$ cat config.mk
export PLATFORM = sky130hd
export DESIGN_NAME = counter_param
export DESIGN_NICKNAME = d
export VERILOG_FILES = /design/src/rtl/counter_param.sv
export SDC_FILE = /design/constraint.sdc
export NUM_CORES = 1
export LEC_CHECK = 0
export BUFFER_PORTS_ARGS = -buffer_cell sky130_fd_sc_hd__buf_2
export CAP_MARGIN = 20
export CORE_MARGIN = 3
export CORE_UTILIZATION = 45
export CTS_CLUSTER_SIZE = 16
export DETAILED_ROUTE_END_ITERATION = 16
export HOLD_SLACK_MARGIN = 0.08
export PLACE_DENSITY = 0.72
export SLEW_MARGIN = 20
export SYNTH_ARGS = -nofsm -noshare
export SYNTH_HDL_FRONTEND = slang
export SYNTH_SLANG_ARGS = --single-unit
export TNS_END_PERCENT = 30
$ cat constraint.sdc
create_clock -name clk_in -period 4.1 [get_ports clk_in]
set_input_delay 0.82 -clock clk_in [delete_from_list [all_inputs] [get_ports clk_in]]
set_output_delay 0.82 -clock clk_in [all_outputs]
set_load 0.01 [all_outputs]
$ cat src/rtl/counter_param.sv
// counter_param: parameterised up/down counter with a run-time modulo limit,
// a programmable step, wrap or saturate behaviour at the bounds, registered
// overflow/underflow pulses, sticky flags with clear, and a terminal-count
// output.
//
// Arithmetic is done one bit wider than the counter, so cnt + step never
// loses its carry and cnt + (limit + 1) cannot overflow when limit is all-ones.
// The counter is kept in [0..limit] by construction. If limit_in is lowered
// below the current count, the next enabled count recovers the range in
// either direction.

module counter_param #(
    parameter int WIDTH     = 8,
    parameter int STEP_W    = 4,
    parameter int RESET_VAL = 0
) (
    input  logic              clk_in,
    input  logic              nrst_in,
    input  logic              en_ctrl_in,
    input  logic              set_ctrl_in,
    input  logic              up_ctrl_in,
    input  logic              sat_ctrl_in,
    input  logic [WIDTH-1:0]  counter_in,
    input  logic [WIDTH-1:0]  limit_in,
    input  logic [STEP_W-1:0] step_in,
    input  logic              clr_flags_in,
    output logic [WIDTH-1:0]  counter_out,
    output logic              ovf_out,
    output logic              unf_out,
    output logic              ovf_sticky_out,
    output logic              unf_sticky_out,
    output logic              tc_out
);

    localparam logic [WIDTH-1:0] RST_CNT = WIDTH'(RESET_VAL);

    // Registered state
    logic [WIDTH-1:0] r_cnt;
    logic             r_ovf;
    logic             r_unf;
    logic             r_ovf_sticky;
    logic             r_unf_sticky;

    // Widened operands: one extra bit so carries and limit+1 are exact
    logic [WIDTH:0]   w_cnt_ext;
    logic [WIDTH:0]   w_lim_ext;
    logic [WIDTH:0]   w_lim_p1;
    logic [WIDTH:0]   w_step_ext;
    logic [WIDTH:0]   w_sum;
    logic [WIDTH:0]   w_wrap_up;
    logic [WIDTH:0]   w_wrap_dn;
    logic             w_above;
    logic             w_step_zero;
    logic [WIDTH-1:0] w_load_val;

    // Next-state values
    logic [WIDTH-1:0] w_cnt_nxt;
    logic             w_ovf_nxt;
    logic             w_unf_nxt;
    logic             w_ovf_sticky_nxt;
    logic             w_unf_sticky_nxt;

    assign w_cnt_ext   = {1'b0, r_cnt};
    assign w_lim_ext   = {1'b0, limit_in};
    assign w_lim_p1    = w_lim_ext + 1'b1;
    assign w_step_ext  = (WIDTH+1)'(step_in);
    assign w_sum       = w_cnt_ext + w_step_ext;
    // Wrap results stay within [0..limit] for any legal step. An illegal step
    // just gives a truncated value and cannot stall the counter.
    assign w_wrap_up   = w_sum - w_lim_p1;
    assign w_wrap_dn   = w_cnt_ext + w_lim_p1 - w_step_ext;
    assign w_above     = r_cnt > limit_in;
    assign w_step_zero = (step_in == '0);
    assign w_load_val  = (counter_in < limit_in) ? counter_in : limit_in;

    // Next count and pulse decode: set > enabled count > hold
    always_comb begin
        // NOTE: every output of a combinational block gets a default first;
        // a path that leaves one unassigned infers a latch.
        w_cnt_nxt = r_cnt;
        w_ovf_nxt = 1'b0;
        w_unf_nxt = 1'b0;

        if (set_ctrl_in) begin
            w_cnt_nxt = w_load_val;
        end else if (en_ctrl_in && !w_step_zero) begin
            if (w_above) begin
                // Limit was lowered below the count: pull back into range
                w_cnt_nxt = sat_ctrl_in ? limit_in : '0;
                w_ovf_nxt = 1'b1;
            end else if (up_ctrl_in) begin
                if (w_sum > w_lim_ext) begin
                    w_cnt_nxt = sat_ctrl_in ? limit_in : WIDTH'(w_wrap_up);
                    w_ovf_nxt = 1'b1;
                end else begin
                    w_cnt_nxt = WIDTH'(w_sum);
                end
            end else begin
                if (w_cnt_ext >= w_step_ext) begin
                    w_cnt_nxt = WIDTH'(w_cnt_ext - w_step_ext);
                end else begin
                    w_cnt_nxt = sat_ctrl_in ? '0 : WIDTH'(w_wrap_dn);
                    w_unf_nxt = 1'b1;
                end
            end
        end
    end

    // Sticky flags: a new event wins over a clear in the same cycle
    always_comb begin
        w_ovf_sticky_nxt = w_ovf_nxt | (r_ovf_sticky & ~clr_flags_in);
        w_unf_sticky_nxt = w_unf_nxt | (r_unf_sticky & ~clr_flags_in);
    end

    // State register with asynchronous active-low reset
    always_ff @(posedge clk_in or negedge nrst_in) begin
        if (!nrst_in) begin
            r_cnt        <= RST_CNT;
            r_ovf        <= 1'b0;
            r_unf        <= 1'b0;
            r_ovf_sticky <= 1'b0;
            r_unf_sticky <= 1'b0;
        end else begin
            // NOTE: sequential state uses non-blocking assignments so every
            // register samples the pre-edge values, whatever the statement order.
            r_cnt        <= w_cnt_nxt;
            r_ovf        <= w_ovf_nxt;
            r_unf        <= w_unf_nxt;
            r_ovf_sticky <= w_ovf_sticky_nxt;
            r_unf_sticky <= w_unf_sticky_nxt;
        end
    end

    assign counter_out    = r_cnt;
    assign ovf_out        = r_ovf;
    assign unf_out        = r_unf;
    assign ovf_sticky_out = r_ovf_sticky;
    assign unf_sticky_out = r_unf_sticky;

    // Terminal count is combinational and is forced low while the count is above the limit
    assign tc_out = ~w_above & (up_ctrl_in ? (r_cnt == limit_in) : (r_cnt == '0));

endmodule

* After elaboration in Yosys (flattened, before gate mapping)
Index checks and enable logic that the tools add are counted.
** Storage, ports and cells
- Flip-flop bits (word level) :: 12
- Input bits :: 27
- Output and inout bits :: 13
- Logic and storage cells :: 49
** Operators by class
- $add $sub $neg :: 6
- Order comparisons :: 4
- Eq/ne operators :: 1
- Muxes and demuxes :: 21
- Bitwise gates (word level) :: 7
- Reduce and logical (&&, ||, !) cells :: 5
** Operators by type and width (number)
- $mux 8 :: 10
- $sub 8x4->8 :: 2
- $mux 1 :: 11
- $add 8x4->9 :: 1
- $gt 9x8->1 :: 1
- $add 8x1->8 const B :: 1
- $add 8x8->8 :: 1
- $eq 8x8->1 :: 1
- $ge 8x4->1 :: 1
- $gt 8x8->1 :: 1
- $logic_not 8->1 :: 1
- $lt 8x8->1 :: 1
- $sub 8x8->8 :: 1
- $logic_not 4->1 :: 1
- $and 1x1->1 :: 3
- $not 1->1 :: 2
- $or 1x1->1 :: 2
- $reduce_bool 2->1 :: 1
- $logic_and 1x1->1 :: 1
- $logic_not 1->1 :: 1

* Longest topological paths before layout
- Word-level depth :: 9
- Depth in mapped cells :: 17
- Gate-level depth less buffers :: 15

* Least setup slack after synthesis
OpenSTA, ideal clock, no wires.
- Kind :: input-to-reg
- Start point :: in step_in[2]
- End point :: reg r_cnt[0] (netlist: counter_out[0])
- Library setup time :: 141 ps
- Data arrival time :: 4012 ps
- Data required time :: 3959 ps
- Path slack :: -54 ps
- Stages on the path :: 17
- Path buffers :: 2
- Cells stage by stage :: inv_1 -> ha_1 -> buf_6 -> or3b_1 -> a31oi_1 -> o21ai_0 -> xor2_1 -> inv_1 -> ha_1 -> nand4_1 -> or4b_1 -> a32oi_1 -> nand2_1 -> buf_2 -> and3_1 -> a311oi_1 -> o221ai_1
** Between the ends
- Cells in the longest elaborated chain, start to end :: 7
- Elaborated cells between the ends (all ways) :: 13
- Those cells by class :: add/sub: 1; order compare: 2; mux: 6; reduce/logical: 4
** RTL lines
- start, declared :: line 25 : input logic [STEP_W-1:0] step_in,
- $add 8x4->9 :: line 67 : assign w_sum = w_cnt_ext + w_step_ext;
- $gt 9x8->1 :: line 92 : if (w_sum > w_lim_ext) begin
- $mux 8 :: line 92
- $mux 8 :: line 91 : end else if (up_ctrl_in) begin
- $mux 8 :: line 87 : if (w_above) begin
- $mux 8 :: line 86 : end else if (en_ctrl_in && !w_step_zero) begin
- $mux 8 :: line 84 : if (set_ctrl_in) begin
- end signal, assigned :: line 126 : r_cnt <= w_cnt_nxt;
- end, declared :: line 38 : logic [WIDTH-1:0] r_cnt;
Parallel ways exist; a longest one is shown, timed or not. The select of a mux whose other input is x is not followed.
A chain may end at the register's enable or synchronous reset.

* Worst setup path after layout
- Start point :: in step_in[2]
- End point :: reg r_cnt[4] (netlist: counter_out[4])
** Between the ends
- Cells in the longest elaborated chain, start to end :: 8
- Elaborated cells between the ends (all ways) :: 18
- Those cells by class :: add/sub: 4; order compare: 2; mux: 8; reduce/logical: 4
** RTL lines
- $add 8x4->9 :: line 67
- $sub 8x8->8 :: line 70 : assign w_wrap_up = w_sum - w_lim_p1;
- $mux 8 :: line 93 : w_cnt_nxt = sat_ctrl_in ? limit_in : WIDTH'(w_wrap_up);
- $mux 8 :: line 92
- $mux 8 :: line 91
- $mux 8 :: line 87
- $mux 8 :: line 86
- $mux 8 :: line 84
Parallel ways exist; a longest one is shown, timed or not. The select of a mux whose other input is x is not followed.

==> summary.txt <==
R2R Setup Slk -> 0.36 ns
Clock slew at reported path FFs -> 0.06 ns
Total power -> 0.001783 W
Vias -> 3001
Final hold vios -> 0
Cell type contributing the most total cell area after synthesis -> ha_1
Residual DRC -> 0
Core ar. -> 0.006061 mm^2
Root buf cell -> clkbuf_8
Rows -> 28
Critical Path Sink -> counter_out[4]
Tmin final -> 4.009 ns
DP Wirelength -> 7821 um
Slowest cell delay on critical path -> 0.55 ns
Worst reg-to-reg path cell count -> 15
DRT antenna net count -> 0
Area Overhead vs Synth -> 21.50%
CTS tree -> yes
Period utilisation layout -> 97.78%
CP Launch Type -> primary input
CTS buffer count -> 3
Mapped Area -> 0.002869 mm^2
Fill cells -> 541
Worst slew margin -> 55.10%
CP Class -> primary input to register
Max Clock Skew -> 0.0009447 ns
Initial antenna violation count -> 0
R2R Path Start -> counter_out[2]
WL final -> 9688 um
Final setup vio count -> 0
Setup crit start -> step_in[2]
First-pass GRT wire length -> 15120 um
Fin cells -> 487
YS warnings -> 0
Die H -> 85.85 um
Port Buf Inserts -> 39
Vias in the first global route -> 2991
Post-synth EDFFs -> 0
Final Max Tran Viols -> 0
F_max -> 249.4 MHz
Critical path's slowest cell -> or4b_4
Syn_nets -> 433
Worst flop-to-flop path endpoint -> counter_out[4]
Post-DR vias/cell -> 6.162
Crit path DAT -> 4.18 ns
Outcome -> complete, no violations
CP Capture Type -> register
TritonCTS Sinks -> 12
Layout cells sized above 1 -> 24.03%
HP Class -> primary input to async pin
I/O pins -> 40
Critical path peak fanout -> 7
Worst-case clock buffer depth -> 2
Clk_lat worst skew -> 0.24 ns
Async SR Flop Fraction -> 100.0%
MaxCap Viol Count -> 0
Starting DRC count in detailed routing -> 273
CTS HTree Levels -> 1
Mean Syn Cell Area -> 8.221 um^2
Dominant synthesized flop cell -> dfrtp_1
Worst VDD drop -> 0.0002791 V
Worst Tran Pin Value -> 0.6720 ns
Largest net degree at the start of global routing -> 22
Synth Register Bits -> 12
Starting density of the core -> 47.34%
DR pass1 iterations -> 5
Worst path cell trace -> buf_2 -> inv_2 -> ha_4 -> or3b_4 -> a31oi_4 -> o21ai_2 -> xor2_2 -> inv_2 -> ha_4 -> nand4_1 -> or4b_4 -> a32oi_2 -> nand2_2 -> buf_6 -> mux2i_1 -> a211o_1 -> a21oi_2
Post-Syn Instances -> 349
Power per standard cell area -> 511.4 mW/mm^2
Synth top area share -> 21.81%
Crit path depth -> 17
Unique masters post-synth -> 62
Gr usage total -> 26.05%
Nets -> 497
Cell family with most CP delay -> simple AND/OR/NAND/NOR gates
Crit path buffers/inverters -> 4
DR WL/cell -> 19.89 um
Gpl congestion -> 0.9767
Number of diodes -> 0
Grt ovf -> 0
Die area -> 0.007369 mm^2
Leakage -> 1.677 nW
DP Cell Count -> 480
Die X -> 85.85 um
Critical Path RT -> 4.27 ns
CTS Hold Bufs -> 0
Sequential area share after synthesis -> 10.47%
Synth top area cells -> ha_1 (22%), dfrtp_1 (10%), xnor2_1 (7.0%), fa_1 (4.9%), inv_1 (4.8%)
[registers in the layout (all words and copies together) (netlist names)]
| name | cells |
|---|---|
| unf_sticky_out | 1 |
| ovf_sticky_out | 1 |
| counter_out | 8 |
| unf_out | 1 |
| ovf_out | 1 |
[report_power, final]
group / switching, W / internal (W)
Combinational: 0.000782 / 0.000690
Sequential: 0.0000387 / 0.000141
Clock: 0.0000458 / 0.0000849
Total: 0.000867 / 0.000916
[worst min path at each step]
stage,endpoint,slack (ns),start
after global placement,ovf_sticky_out,0.46,ovf_sticky_out
final,ovf_out,0.46,nrst_in
after floorplan,counter_out[0],0.52,nrst_in
after global routing,unf_out,0.47,nrst_in
after detailed placement,unf_sticky_out,0.47,unf_sticky_out
after CTS,ovf_out,0.46,nrst_in
[cells by family (layout without fill, tap and decap cells)]
| logic type | after synthesis | after routing | share of synthesized area [%] |
|---|---|---|---|
| fa+ha+maj | 57 | 57 | 26.69 |
| simple gates | 89 | 89 | 17.36 |
| compound gates | 103 | 103 | 25.73 |
| buf+inv | 50 | 113 | 7.152 |
| flops | 12 | 12 | 10.47 |
| xor+xnor | 27 | 27 | 8.722 |
| mux | 11 | 11 | 3.881 |
[worst reg2reg max path: stages (launching register included)]
cell     delay (ns)
dfrtp_1        0.41
ha_4           0.26
or3b_4         0.42
a31oi_4        0.22
o21ai_2        0.10
xor2_2         0.20
inv_2          0.07
ha_4           0.28
nand4_1        0.09
or4b_4         0.55
a32oi_2        0.21
nand2_2        0.16
buf_6          0.16
mux2i_1        0.11
a211o_1        0.32
a21oi_2        0.11
[cell usage after synthesis (3+ instances only)]
library cell / n
mux2i_1: 10
xor2_1: 3
o2111ai_1: 3
nor2_1: 9
xnor2_1: 23
fa_1: 7
and3_1: 4
dfrtp_1: 12
nor2b_1: 9
o21bai_1: 3
inv_1: 37
clkbuf_1: 5
a22oi_1: 6
buf_1: 3
nor3_1: 13
a211o_1: 6
a21o_1: 8
nand2b_1: 5
and2_1: 4
a21oi_1: 14
ha_1: 50
o211ai_1: 4
a31oi_1: 8
nand2_1: 11
or3_1: 3
o21ai_0: 15
nand3_1: 13
o21a_1: 6
nand4_1: 8
a211oi_1: 8
[per-layer routing]
metal / up-vias / wire length [um] / part of all wire, % / global-route usage (%)
li1: 1429 / - / - / -
met1: 1374 / 4190 / 43 / 35.35
met2: 158 / 4330 / 45 / 42.51
met3: 40 / 862 / 8.9 / 5.476
met4: 0 / 305 / 3.1 / 5.899
met5: - / 0 / 0 / 0
[cells in the final DEF (no fill, tap or decap), drive strengths merged, types with 4 or more instances in the layout]
master  netlist  final
nor3         14     14
o211ai        5      5
a21o          8      8
inv          37     37
dfrtp        12     12
buf           7     71
fa            7      7
nand3        13     13
nand2        11     11
a211o         6      6
a211oi        8      8
nand2b        5      5
a21oi        14     14
nor2          9      9
a31oi         8      8
and3          4      4
mux2i        10     10
a22oi         6      6
nor2b        10     10
o21ai        16     16
clkbuf        5      4
nand4         8      8
xnor2        23     23
and2          4      4
o21a          6      6
ha           50     50
[area by class of cell]
class	instances	area [um^2]	share of cell area [%]
Tap cell	75	93.84	2.692
Clock buffer	4	55.05	1.579
Sequential cell	12	300.3	8.615
Multi-Input combinational cell	287	2447	70.21
Timing Repair Buffer	71	446.7	12.81
Inverter	38	142.6	4.092
[repair_timing]
item / in CTS / in global routing
setup endpoints to repair: 6 / 10
pin swaps: 0 / 12
gates resized for setup: 2 / 17
setup buffers: 1 / 2
[metrics by stage]
stage | worst slack, ns | hold slack (ns) | utilization [%] | instance area (um^2) | setup TNS (ns)
2_1_floorplan | 0.002351 | 0.5178 | - | 2872 | 0
3_3_place_gp | -0.1779 | 0.4562 | 54.67 | 3313 | -1.161
3_5_place_dp | -0.3139 | 0.4680 | 54.67 | 3313 | -2.279
4_1_cts | 0.01053 | 0.4632 | 55.86 | 3386 | 0
5_1_grt | -0.03503 | 0.4694 | 57.51 | 3486 | -0.09553
6_report | 0.09101 | 0.4558 | 57.51 | 3486 | 0
(Power assumes the default switching activity.)
